$ cat src/rtl/prog_timer.sv
// prog_timer: programmable one-shot/periodic timer with prescaler and expiry pulse
module prog_timer #(
  parameter int WIDTH      = 21,
  parameter int PRESCALE_W = 8
) (
  input  logic                  CLK,
  input  logic                  RST,
  input  logic                  START_TMR,
  input  logic                  STOP_TMR,
  input  logic                  MODE,
  input  logic [WIDTH-1:0]      PERIOD,
  input  logic [PRESCALE_W-1:0] PRESCALE,
  output logic                  PULSE,
  output logic                  BUSY,
  output logic [WIDTH-1:0]      COUNT
);
  typedef enum logic {S_IDLE, S_COUNT} state_t;
  state_t state, state_n;
  logic mode_q, mode_n, pulse_n, start_ok, tick, expire;
  logic [WIDTH-1:0] per_q, per_n, cnt_n;
  logic [PRESCALE_W-1:0] psc_q, psc_n, pre_q, pre_n;
  // next state: STOP beats START, START beats expiry; cfg only latched on an accepted START
  always_comb begin
    start_ok = START_TMR && !STOP_TMR;
    tick     = pre_q == psc_q;
    expire   = tick && COUNT == per_q;
    state_n  = state;
    mode_n   = mode_q;
    per_n    = per_q;
    psc_n    = psc_q;
    cnt_n    = COUNT;
    pre_n    = pre_q;
    pulse_n  = 1'b0;
    if (start_ok) begin
      state_n = S_COUNT;
      mode_n  = MODE;
      per_n   = PERIOD;
      psc_n   = PRESCALE;
      cnt_n   = '0;
      pre_n   = '0;
    end else if (state == S_COUNT) begin
      if (STOP_TMR) begin
        state_n = S_IDLE;
        cnt_n   = '0;
        pre_n   = '0;
      end else begin
        pre_n   = tick ? '0 : pre_q + 1'b1;
        cnt_n   = expire ? '0 : tick ? COUNT + 1'b1 : COUNT;
        pulse_n = expire;
        state_n = (expire && !mode_q) ? S_IDLE : S_COUNT;
      end
    end
  end
  // state, latched configuration and registered outputs
  always_ff @(posedge CLK or posedge RST) begin
    if (RST) begin
      state  <= S_IDLE;
      mode_q <= 1'b0;
      per_q  <= '0;
      psc_q  <= '0;
      pre_q  <= '0;
      COUNT  <= '0;
      PULSE  <= 1'b0;
      BUSY   <= 1'b0;
    end else begin
      state  <= state_n;
      mode_q <= mode_n;
      per_q  <= per_n;
      psc_q  <= psc_n;
      pre_q  <= pre_n;
      COUNT  <= cnt_n;
      PULSE  <= pulse_n;
      BUSY   <= state_n == S_COUNT;
    end
  end
endmodule

$ cat config.mk
export PLATFORM = sky130hd
export DESIGN_NAME = prog_timer
export DESIGN_NICKNAME = d
export VERILOG_FILES = /design/src/rtl/prog_timer.sv
export SDC_FILE = /design/constraint.sdc
export NUM_CORES = 1
export LEC_CHECK = 0
export CELL_PAD_IN_SITES_DETAIL_PLACEMENT = 1
export CELL_PAD_IN_SITES_GLOBAL_PLACEMENT = 1
export CORE_MARGIN = 5
export CORE_UTILIZATION = 42
export CTS_CLUSTER_DIAMETER = 30
export CTS_CLUSTER_SIZE = 8
export DETAILED_ROUTE_END_ITERATION = 8
export PLACE_DENSITY_LB_ADDON = 0.1
export SYNTH_ARGS = -nofsm -noshare
export SYNTH_HDL_FRONTEND = slang
export SYNTH_SLANG_ARGS = --single-unit
$ cat constraint.sdc
create_clock -name CLK -period 2.1 [get_ports CLK]
set_input_delay 0.21 -clock CLK [delete_from_list [all_inputs] [get_ports CLK]]
set_output_delay 0.21 -clock CLK [all_outputs]
set_load 0.01 [all_outputs]
# [Word-level counts from Yosys, hierarchy flattened]
# Index checks and enable logic that the tools add are counted.
[totals] register_bits=61 inputBits=34 output_inout_bits=23 elab_cells=35
[op_classes] n_addsub=2 n_eq_ne=2 n_mux=16 n_reduce_logical=8
[ops] cell="$mux W21" n=5
[ops] cell="$mux W8" n=4
[ops] cell="$add A21 B1 Y21 const B" n=1
[ops] cell="$eq A21 B21 Y1" n=1
[ops] cell="$add A8 B1 Y8 const B" n=1
[ops] cell="$eq A8 B8 Y1" n=1
[ops] cell="$mux W1" n=7
[ops] cell="$reduce_bool A4 Y1" n=1
[ops] cell="$logic_and A1 B1 Y1" n=3
[ops] cell="$logic_not A1 Y1" n=2
[ops] cell="$reduce_and A2 Y1" n=1
[ops] cell="$reduce_bool A2 Y1" n=1

# [Depth between registers and ports, before layout]
# Gate-level depths: netlist of the first run.
[logic_depth] depth_word=7 mapped_depth=9 depth_no_buf=5

# [Least setup slack after synthesis of the first run]
# OpenSTA, ideal clock, no wires.
[synth_path] path_kind="register to register" startpoint="register COUNT[0]" endpoint="register COUNT[12]" setup_time_ns=0.082 arrival_ns=1.957 required_ns=2.018 slack_ns=0.061 path_stages_with_launch=7 path_buffers=1 synth_period_minus_slack_ns=2.039 path_cell_list="dfrtp_1 ha_1 nand4_4 or3b_4 buf_6 or4_4 a22oi_2"
[synth_between] elab_chain_len=6 elab_cells_between_ends=10 cone_classes="add/sub: 1; eq/ne: 1; mux: 5; reduce/logical: 3"
[synth_lines] item="start, declared" line_no="15" source="output logic [WIDTH-1:0] COUNT"
[synth_lines] item="start signal, assigned" line_no="71" source="COUNT <= cnt_n;"
[synth_lines] item="$add A21 B1 Y21 or $eq A21 B21 Y1 (tied branches)" line_no="48, 26"
[synth_lines] item="$mux W21 or $logic_and A1 B1 Y1 (tied branches)" line_no="48, 26"
[synth_lines] item="$mux W21" line_no="48" source="cnt_n = expire ? '0 : tick ? COUNT + 1'b1 : COUNT;"
[synth_lines] item="$mux W21" line_no="42" source="if (STOP_TMR) begin"
[synth_lines] item="$mux W21" line_no="41" source="end else if (state == S_COUNT) begin"
[synth_lines] item="$mux W21" line_no="34" source="if (start_ok) begin"
# Parallel ways exist; a longest one is shown, timed or not. The select of a mux whose other input is x is not followed.
# A chain may end at the register's enable or synchronous reset.

# [Worst setup path after layout of the first run]
[layout_path] startpoint="register pre_q[4]" endpoint="register COUNT[16]"
[layout_between] elab_chain_len=6 elab_cells_between_ends=8 cone_classes="eq/ne: 1; mux: 4; reduce/logical: 3"
[layout_lines] item="start, declared" line_no="21" source="logic [PRESCALE_W-1:0] psc_q, psc_n, pre_q, pre_n;"
[layout_lines] item="start signal, assigned" line_no="70" source="pre_q <= pre_n;"
[layout_lines] item="$eq A8 B8 Y1 *" line_no="25" source="tick = pre_q == psc_q;"
[layout_lines] item="$logic_and A1 B1 Y1" line_no="26" source="expire = tick && COUNT == per_q;"
[layout_lines] item="$mux W21" line_no="48"
[layout_lines] item="$mux W21" line_no="42"
[layout_lines] item="$mux W21" line_no="41"
[layout_lines] item="$mux W21" line_no="34"
# Every way passes the cells marked *; elsewhere a longest branch is shown, timed or not. The select of a mux whose other input is x is not followed.

==> out/results.ini, run 1 <==
[outcome]
status=completed

[clock_network]
h-tree-depth=3
cts_hold_buffers=0
cts_tree=built
cts.clk_slew.worst_paths_ns=0.07
clock-sinks=61
cts_inserted_buffers=9
cts.path.max_buffers=2
clockRootBuffer=clkbuf_8
clk_latency_ns=0.34

[floorplanning]
die_area_um2=9620
io_pins=57
fp.dieH_um=98.1
fp.dieW_um=98.1
coreArea_um2=7650
num_rows=32
start_util_pct=42.6

[sta]
hold-worst-slack_ns=0.269
fin_skew_ns=0.00982
fin_crit_sh_pct=97.5
finalCriticalPeriod_ns=2.05
drv_slew=0
fmax_ghz=0.488
hold_viol=0
maxSlewHeadroom_pct=72.8
setup_ws_ns=0.0522
worst_pin_slew_ns=0.409
setup_violations=0
rsz0062_at_grt=yes

[routing]
wl_per_cell_um=18.5
drt-pass1-iter-count=4
drt_wl_total_um=9030
drc=0
route.vias.total=2684
drt_first_iter_violations=94
antenna_left=0
viasPerCell=5.49

[global_routing]
track_usage_pct=18.8
grt_pass1_wl_um=14400
grt_overflow=0
grt_antenna_before_repair=0
grt_pass1_vias=2880
grt_start_max_net_pins=62

[yosys]
synth-main-ff-cell=dfrtp_1
netlist_area_um2=3260
async_flop_share_pct=100
yosys_register_bits=61
synth_xor_area_share_pct=8.06
syn-num-nets=325
ys.warnings.count=0
ys_types=46
avgSynthCellArea_um2=11.3
synth_compound_area_share_pct=12.7
synth-seq-area-share_pct=46.8
synth_top_family_by_area=simple AND/OR/NAND/NOR gates
synthAdderAreaFrac_pct=0.768
synthCells=289
yosys.area_share.simple_pct=15.9
synthMuxAreaShare_pct=10.7
synth_edf_count=0

[power]
power_density_nw_per_um2=604
combPwrFrac_pct=17.6
p_seq_share_pct=49.0
p_int_mw=2.01
switching_power_uw=731
leakage_nw=1.95
swShare_pct=26.6
power_frac_clock_pct=33.4
peakVddDrop_uv=404

[setup_path]
cp_cell_sequence=xor2_2 -> nor4_4 -> a21boi_4 -> clkbuf_16 -> or4_1 -> a22oi_1
path_buf_inv=1
slowest_delay_ns=0.49
crit_cells=6
crit_start=pre_q[4]
path_delay_family=simple AND/OR/NAND/NOR gates
critPathKind=flip-flop to flip-flop
r2r_start=pre_q[4]
cp-end-kind=flip-flop
crit_arrival_ns=2.30
path_max_fanout=5
cp_slowest_cell=or4_1
startpoint_type=flip-flop
reg2reg_depth=6
required_ns=2.36

[placement]
dp_hpwl_um=6150
dp_slack_ns=-0.0494
place_congestion=0.798
numPortBuffers=56

[finish]
area_delta_synth_final_pct=39.4
final_nets=420
drive_above_1_share_pct=32.3
diodes=0

[hold_path]
hold_class=input port to async pin

[run]
maxCapViolCount=0

-- cells in the mapped netlist (4+ instances only) --
master | n | area [um^2]
o22ai_1 | 4 | 25.0
mux2_2 | 30 | 338
nor4_1 | 5 | 31.3
clkbuf_1 | 4 | 15.0
or4_1 | 12 | 90.1
and3_1 | 6 | 37.5
xor2_1 | 27 | 236
dfrtp_1 | 61 | 1530
o21ai_0 | 9 | 45.0
a22oi_1 | 16 | 120
or3_1 | 5 | 31.3
inv_1 | 8 | 30.0
nand3_1 | 11 | 55.1
a21oi_1 | 4 | 20.0
o31ai_1 | 14 | 105
nor3_1 | 4 | 20.0
buf_1 | 4 | 15.0
nand2_1 | 16 | 60.1
nand4_1 | 6 | 37.5
-- layout by cell type (no fill, tap or decap), types with 5 or more instances in the layout --
cell type,instances
nand2_1,16
nor4_2,5
nand4_1,6
or4_1,5
nand3_1,11
o21ai_0,9
o31ai_1,14
inv_1,7
a22oi_2,5
clkbuf_8,11
and3_1,6
clkdlybuf4s50_1,56
xor2_1,26
dfrtp_1,60
a22oi_1,13
or4_4,9
or3_1,5
buf_4,39
mux2_2,30
-- power by group through the flow --
stage | combinational, mW | sequential, mW | clock [mW]
floorplan | 0.251 | 1.35 | 0
global route | 0.526 | 1.36 | 1.01
detailed placement | 0.434 | 1.37 | 0
global placement | 0.420 | 1.36 | 0
CTS | 0.444 | 1.34 | 0.943
finish | 0.483 | 1.34 | 0.918
-- worst min-delay path, delay by kind of cell --
family,cells,cell delay [ns]
buf+inv,3,0.79
-- worst paths after layout --
| kind | end | slack (ns) |
|---|---|---|
| worst max-delay path | COUNT[16] | 0.05 |
| worst min-delay path | psc_q[5] | 0.27 |
| worst max register to register | COUNT[16] | 0.05 |
| worst min register to register | mode_q | 0.51 |
| max in group asynchronous | pre_q[4] | 1.55 |
| min in group CLK | per_q[11] | 0.48 |
-- what timing repair did --
item                                    in CTS  in global routing
setup buffers                                0                  6
endpoints found under the setup margin      12                 19
pin swaps                                    1                 17
cloned                                       0                  3
gates resized for setup                      3                 19
-- metrics by stage --
stage	area [um^2]	utilization [%]	total power, mW	setup TNS [ns]	std cells
detailed placement	4150	54.3	1.80	-0.252	466
global placement	4150	54.3	1.78	-0.0673	466
floorplan	3260	-	1.60	0	289
CTS	4330	56.6	2.73	0	480
global route	4540	59.4	2.89	-0.0179	489
finish	4540	59.4	2.75	0	489
-- state kept, by name (all words and copies together) (netlist names) --
register and flops:
PULSE 1, pre_q 8, psc_q 8, COUNT 21, state 1, per_q 21
mode_q 1
-- area by class of cell --
type / instances / area (um^2)
clock buffers: 12 / 155
clock inverters: 2 / 10.0
fillers: 826 / 3100
inverters: 8 / 30.0
multi-input cells: 201 / 1670
flip-flops and latches: 61 / 1530
well taps: 102 / 128
repair buffers: 103 / 1020
-- routing by layer --
layer | part of all wire, % | global-route usage, % | vias to the layer above
met5 | 0 | 0 | -
li1 | - | - | 1258
met3 | 3.6 | 4.07 | 10
met4 | 1.7 | 5.11 | 0
met1 | 40 | 21.3 | 1363
met2 | 54 | 35.2 | 53
-- cell families (layout without fill, tap and decap cells) --
logic type,Yosys count,after routing
and+or+nand+nor,81,81
AOI/OAI and AO/OA,57,57
DFF,61,61
buffers and inverters,27,125
muxes,31,31
adders and majority gates,2,2
xor gates and xnor gates,30,30
No activity file was read; power rests on OpenSTA's default activity.
==> inputs of run 2 (changes only) <==
--- a/config.mk
+++ b/config.mk
@@ -16,3 +16,4 @@
 export SYNTH_ARGS = -nofsm -noshare
 export SYNTH_HDL_FRONTEND = slang
 export SYNTH_SLANG_ARGS = --single-unit
+export TNS_END_PERCENT = 5
==> run 2 against run 1 <==
  * Final area shrank 0.36%
  * Utilization shrank 0.21 points
  * Die area is the same
  * Clock power is essentially flat
  * First-iteration DRC count shrank 6.4%
  * Largest cell class unchanged
  * Critical endpoint unchanged
  * Largest power group unchanged
  * Critical path type unchanged
  * Clock skew is essentially flat
  * Clock-buffer cell count is the same
  * Sequential cell count is the same
==> out/results.ini, run 2 (synthesis gave the netlist of run 1 again) <==
[outcome]
status=completed

[setup_path]
crit_arrival_ns=2.31  ; about the same
cp_cell_sequence=xor2_2 -> nor4_4 -> a21boi_4 -> clkbuf_16 -> or4_1 -> a22oi_1
cp-end-kind=flip-flop
r2r_start=pre_q[4]
startpoint_type=flip-flop
r2r-end=COUNT[16]
critPathKind=flip-flop to flip-flop
path_buf_inv=1  ; unchanged
reg2reg_depth=6  ; unchanged
slowest_delay_ns=0.49  ; about the same
r2r_slack_ns=0.05  ; about the same
path_delay_family=simple AND/OR/NAND/NOR gates
required_ns=2.36  ; about the same
path_max_fanout=5  ; unchanged
cp_slowest_cell=or4_1

[finish]
diodes=0  ; unchanged
drive_above_1_share_pct=31.3  ; -1.0 points
mostFrequentLayoutCells=dfrtp_1, clkdlybuf4s50_1, buf_4, mux2_2, xor2_1
fin_area_um2=4530  ; -0.36%
top_regs=COUNT x21, per_q x21
final_common_cell=dfrtp_1
area_delta_synth_final_pct=38.9
final_nets=420  ; unchanged
n_fill_cell=827  ; +0.12%

[global_routing]
grt_pass1_vias=2880  ; unchanged
grt_start_max_net_pins=62  ; unchanged
track_usage_pct=18.8  ; unchanged
grt_overflow=0  ; unchanged
grt_antenna_before_repair=0  ; unchanged
grt_pass1_wl_um=14400  ; unchanged

[placement]
post_dp_cell_area_um2=4150  ; unchanged
place_congestion=0.798  ; unchanged
dp_hpwl_um=6150  ; unchanged
numPortBuffers=56  ; unchanged

[routing]
viasPerCell=5.48  ; -0.11%
drt_first_iter_violations=88  ; -6.4%
wl_per_cell_um=18.6  ; +0.68%
antenna_left=0  ; unchanged
route.vias.total=2681  ; -0.11%
drc=0  ; unchanged
drt_wl_total_um=9090  ; +0.68%
drt-pass1-iter-count=4  ; unchanged

[floorplanning]
num_rows=32  ; unchanged
fp.dieW_um=98.1  ; unchanged
fp.dieH_um=98.1  ; unchanged
io_pins=57  ; unchanged
die_area_um2=9620  ; unchanged
start_util_pct=42.6  ; unchanged
coreArea_um2=7650  ; unchanged

[sta]
fin_skew_ns=0.00937  ; -0.000446 ns
fmax_ghz=0.487  ; -0.34%
fin_crit_sh_pct=97.8  ; +0.33 points
finalCriticalPeriod_ns=2.05  ; +0.00691 ns
worst_pin_slew_ns=0.405  ; -0.00398 ns
setup_violations=0  ; unchanged
drv_slew=0  ; unchanged
hold_viol=0  ; unchanged
maxSlewHeadroom_pct=73.0  ; +0.27 points
hold-worst-slack_ns=0.271  ; +0.00192 ns
rsz0062_at_grt=yes

[clock_network]
clockRootBuffer=clkbuf_8
cts_hold_buffers=0  ; unchanged
cts_tree=built
cts.path.max_buffers=2  ; unchanged
clock-sinks=61  ; unchanged
cts.clk_slew.worst_paths_ns=0.07  ; about the same
h-tree-depth=3  ; unchanged
cts_inserted_buffers=9  ; unchanged
clk_latency_ns=0.34  ; about the same

[hold_path]
hold_class=input port to async pin

[power]
leakage_nw=1.95  ; -0.26%
peakVddDrop_uv=405  ; +0.21%
power_density_nw_per_um2=606  ; +0.34%

[run]
maxCapViolCount=0  ; unchanged

==> run 2: layout make-up <==
class                      count  area [um^2]  area share [%]
clock buffer                  12          155            3.43
clock inverter                 2         10.0           0.221
inverter                       8         30.0           0.663
multi-input combinational    201         1660            36.6
sequential                    61         1530            33.7
tap                          102          128            2.82
timing repair buffer         103         1020            22.5
==> run 2: report_power, final <==
part | switching, mW | internal (mW)
registers | 0.0733 | 1.27
logic | 0.216 | 0.267
clock network | 0.441 | 0.476
total | 0.731 | 2.01
==> run 2: repair_timing <==
| action | CTS | global route |
|---|---|---|
| cloned | 0 | 3 |
| setup endpoints to repair | 12 | 19 |
| pin swaps | 1 | 19 |
| gates resized for setup | 3 | 15 |
| buffers inserted | 0 | 6 |
==> run 2: worst register-to-register path: stages, from the launching register on <==
cell and delay (ns):
dfrtp_2 0.45, xor2_2 0.17, nor4_4 0.36, a21boi_4 0.17, clkbuf_16 0.19, or4_1 0.49, a22oi_1 0.15
==> run 2: worst max-delay path by stage <==
stage	slack, ns	cells past startpoint	start	endpoint
6_report	0.05	6	pre_q[4]	COUNT[16]
5_1_grt	-0.02	6	COUNT[2]	COUNT[1]
4_1_cts	0.01	6	COUNT[4]	COUNT[1]
3_5_place_dp	-0.05	6	START_TMR	COUNT[14]
3_3_place_gp	-0.02	6	START_TMR	COUNT[10]
2_1_floorplan	0.06	6	COUNT[0]	COUNT[12]
==> run 2: layer usage <==
metal / track usage (%) / wire length [um] / vias to the layer above
met2: 35.2 / 5000 / 51
li1: - / - / 1261
met1: 21.3 / 3650 / 1359
met4: 5.11 / 114 / 0
met5: 0 / 0 / -
met3: 4.07 / 319 / 10
==> run 2: through the flow <==
stage / setup TNS (ns) / power (mW) / utilization [%] / worst slack [ns] / instances
after CTS: 0 / 2.73 / 56.6 / 0.0112 / 480
after detailed placement: -0.252 / 1.80 / 54.3 / -0.0494 / 466
after global routing: -0.0733 / 2.89 / 59.2 / -0.0200 / 489
after global placement: -0.0673 / 1.78 / 54.3 / -0.0159 / 466
after floorplan: 0 / 1.60 / - / 0.0606 / 289
final: 0 / 2.74 / 59.2 / 0.0453 / 489
==> inputs of run 3 (changes only) <==
--- a/config.mk
+++ b/config.mk
@@ -7,7 +7,7 @@
 export LEC_CHECK = 0
 export CELL_PAD_IN_SITES_DETAIL_PLACEMENT = 1
 export CELL_PAD_IN_SITES_GLOBAL_PLACEMENT = 1
-export CORE_MARGIN = 5
+export CORE_MARGIN = 2
 export CORE_UTILIZATION = 42
 export CTS_CLUSTER_DIAMETER = 30
 export CTS_CLUSTER_SIZE = 8
==> run 3 against run 2 <==
  * The run now ends with setup timing left
  * Clock-buffer cell count unchanged
  * Routed wire length increased by 0.73%
  * Setup slack got worse by 0.052 ns
  * Critical endpoint unchanged
  * Sequential cell count unchanged
  * Final area about the same
  * Sequential power about the same
==> out/results.ini, run 3 (synthesis gave the netlist of run 1 again) <==
[finish]
area_delta_synth_final_pct=38.8  ; about the same
drive_above_1_share_pct=32.3  ; +1.0 points
n_fill_cell=816  ; -1.3%
seq_area_um2=1530  ; about the same
final_common_cell=dfrtp_1
mostFrequentLayoutCells=dfrtp_1, clkdlybuf4s50_1, buf_4, mux2_2, xor2_1
multi_input_area_um2=1660  ; +0.15%
final_nets=420  ; unchanged
diodes=0  ; unchanged
top_regs=COUNT x21, per_q x21

[global_routing]
grt_overflow=0  ; unchanged
grt_start_max_net_pins=62  ; unchanged
grt_pass1_wl_um=14600  ; +1.4%
track_usage_pct=22.1  ; +3.4 points
grt_pass1_vias=2914  ; +1.2%
grt_antenna_before_repair=0  ; unchanged

[floorplanning]
num_rows=32  ; unchanged
fp.dieH_um=92.1  ; -6.1%
start_util_pct=42.8  ; +0.22 points
fp.dieW_um=92.1  ; -6.1%
coreArea_um2=7610  ; -0.52%
die_area_um2=8480  ; -12%
io_pins=57  ; unchanged

[outcome]
status=finished with violations
violations=setup timing

[sta]
rsz0062_at_grt=yes
setup_ws_ns=-0.00702  ; -0.0523 ns
fmax_ghz=0.475  ; -2.5%
drv_slew=0  ; unchanged
fin_skew_ns=0.00784  ; -0.00153 ns
finalCriticalPeriod_ns=2.11  ; +0.0523 ns
hold_viol=0  ; unchanged
fin_crit_sh_pct=100  ; +2.5 points
setup_violations=1  ; +1
worst_pin_slew_ns=0.451  ; +0.0467 ns
fin_tns_setup_ns=-0.00702  ; -0.00702 ns
maxSlewHeadroom_pct=69.9  ; -3.1 points

[setup_path]
critPathKind=flip-flop to flip-flop
r2r_slack_ns=-0.007  ; -0.05 ns
reg2reg_depth=6  ; unchanged
r2r-end=COUNT[16]
crit_arrival_ns=2.35  ; +0.04 ns
required_ns=2.35  ; about the same
r2r_start=COUNT[4]
path_delay_family=simple AND/OR/NAND/NOR gates
path_buf_inv=1  ; unchanged
cp_slowest_cell=or4_4
cp_cell_sequence=buf_4 -> and2_4 -> nand4_4 -> or3b_4 -> or4_4 -> a22oi_1
slowest_delay_ns=0.50  ; about the same
startpoint_type=flip-flop
cp-end-kind=flip-flop
path_max_fanout=12  ; +7

[run]
maxCapViolCount=0  ; unchanged

[clock_network]
cts_inserted_buffers=9  ; unchanged
cts.path.max_buffers=2  ; unchanged
clockRootBuffer=clkbuf_8
clk_latency_ns=0.33  ; about the same
cts_tree=built
cts.clk_slew.worst_paths_ns=0.07  ; about the same
cts_hold_buffers=0  ; unchanged
h-tree-depth=3  ; unchanged
clock-sinks=61  ; unchanged

[routing]
wl_per_cell_um=18.7  ; +0.73%
drt_first_iter_violations=92  ; +4.5%
route.vias.total=2747  ; +2.5%
viasPerCell=5.62  ; +2.5%
drc=0  ; unchanged
drt_wl_total_um=9150  ; +0.73%
antenna_left=0  ; unchanged
drt-pass1-iter-count=4  ; unchanged

[placement]
place_congestion=0.805  ; +0.83%
numPortBuffers=56  ; unchanged
dp_hpwl_um=6220  ; +1.0%
dp_slack_ns=-0.133  ; -0.0832 ns

[power]
power_density_nw_per_um2=601  ; -0.81%
leakage_nw=1.95  ; about the same
peakVddDrop_uv=359  ; -11%

[hold_path]
hold_class=input port to async pin

==> run 3: cell types whose count changed in the layout (fill, tap and decap cells not counted), moves of 2 or more <==
cell | previous run | this run
or3_1 | 5 | 3
or4_1 | 8 | 6
a22oi_2 | 4 | 11
a22oi_1 | 14 | 7
nor4_2 | 5 | 3
or4_4 | 6 | 8
nor4_1 | 0 | 3
or3_4 | 0 | 2
==> run 3: tightest hold or removal path: cells and delay by family <==
kind / cells / cell delay, ns
buf+inv: 3 / 0.77
==> run 3: worst max path at each step <==
stage / endpoint / slack [ns] / startpoint / cells after the start
2_1_floorplan: COUNT[12] / 0.06 / COUNT[0] / 6
3_3_place_gp: COUNT[12] / -0.07 / START_TMR / 6
3_5_place_dp: COUNT[16] / -0.13 / START_TMR / 6
4_1_cts: COUNT[16] / 0.02 / COUNT[4] / 6
5_1_grt: COUNT[13] / -0.07 / psc_q[3] / 6
6_report: COUNT[16] / -0.007 / COUNT[4] / 6
==> run 3: cell type report <==
cell class / instances / share of cell area [%]
Clock inverter: 2 / 0.221
Clock buffer: 12 / 3.43
Multi-Input combinational cell: 201 / 36.7
Inverter: 8 / 0.664
Sequential cell: 61 / 33.7
Tap cell: 102 / 2.82
Timing Repair Buffer: 103 / 22.4
==> run 3: through the flow <==
step	hold WS [ns]	power [mW]	cell area [um^2]	utilization (%)	instances
5_1_grt	0.299	2.84	4520	59.5	489
6_report	0.255	2.72	4520	59.5	489
2_1_floorplan	0.277	1.60	3260	-	289
3_5_place_dp	0.511	1.80	4190	55.0	471
4_1_cts	0.269	2.72	4360	57.3	485
3_3_place_gp	0.506	1.78	4190	55.0	471
==> run 3: where the power goes <==
part           total, mW  internal [mW]  switching, mW
combinational      0.461          0.259          0.202
clock              0.915          0.476          0.439
sequential          1.34           1.27         0.0726
==> run 3: per-layer routing <==
layer | GRT usage [%] | vias to the layer above | part of all wire (%)
li1 | - | 1271 | -
met1 | 29.3 | 1400 | 44
met2 | 36.9 | 66 | 51
met3 | 3.78 | 10 | 3.3
met4 | 7.46 | 0 | 1.6
met5 | 0 | - | 0
==> run 3: timing repair <==
item | 4_1_cts | 5_1_grt
pin swaps | 0 | 26
endpoints found under the hold margin | 0 | 0
setup endpoints to repair | 1 | 19
cloned | 0 | 2
gates resized for setup | 1 | 23
setup buffers | 0 | 2
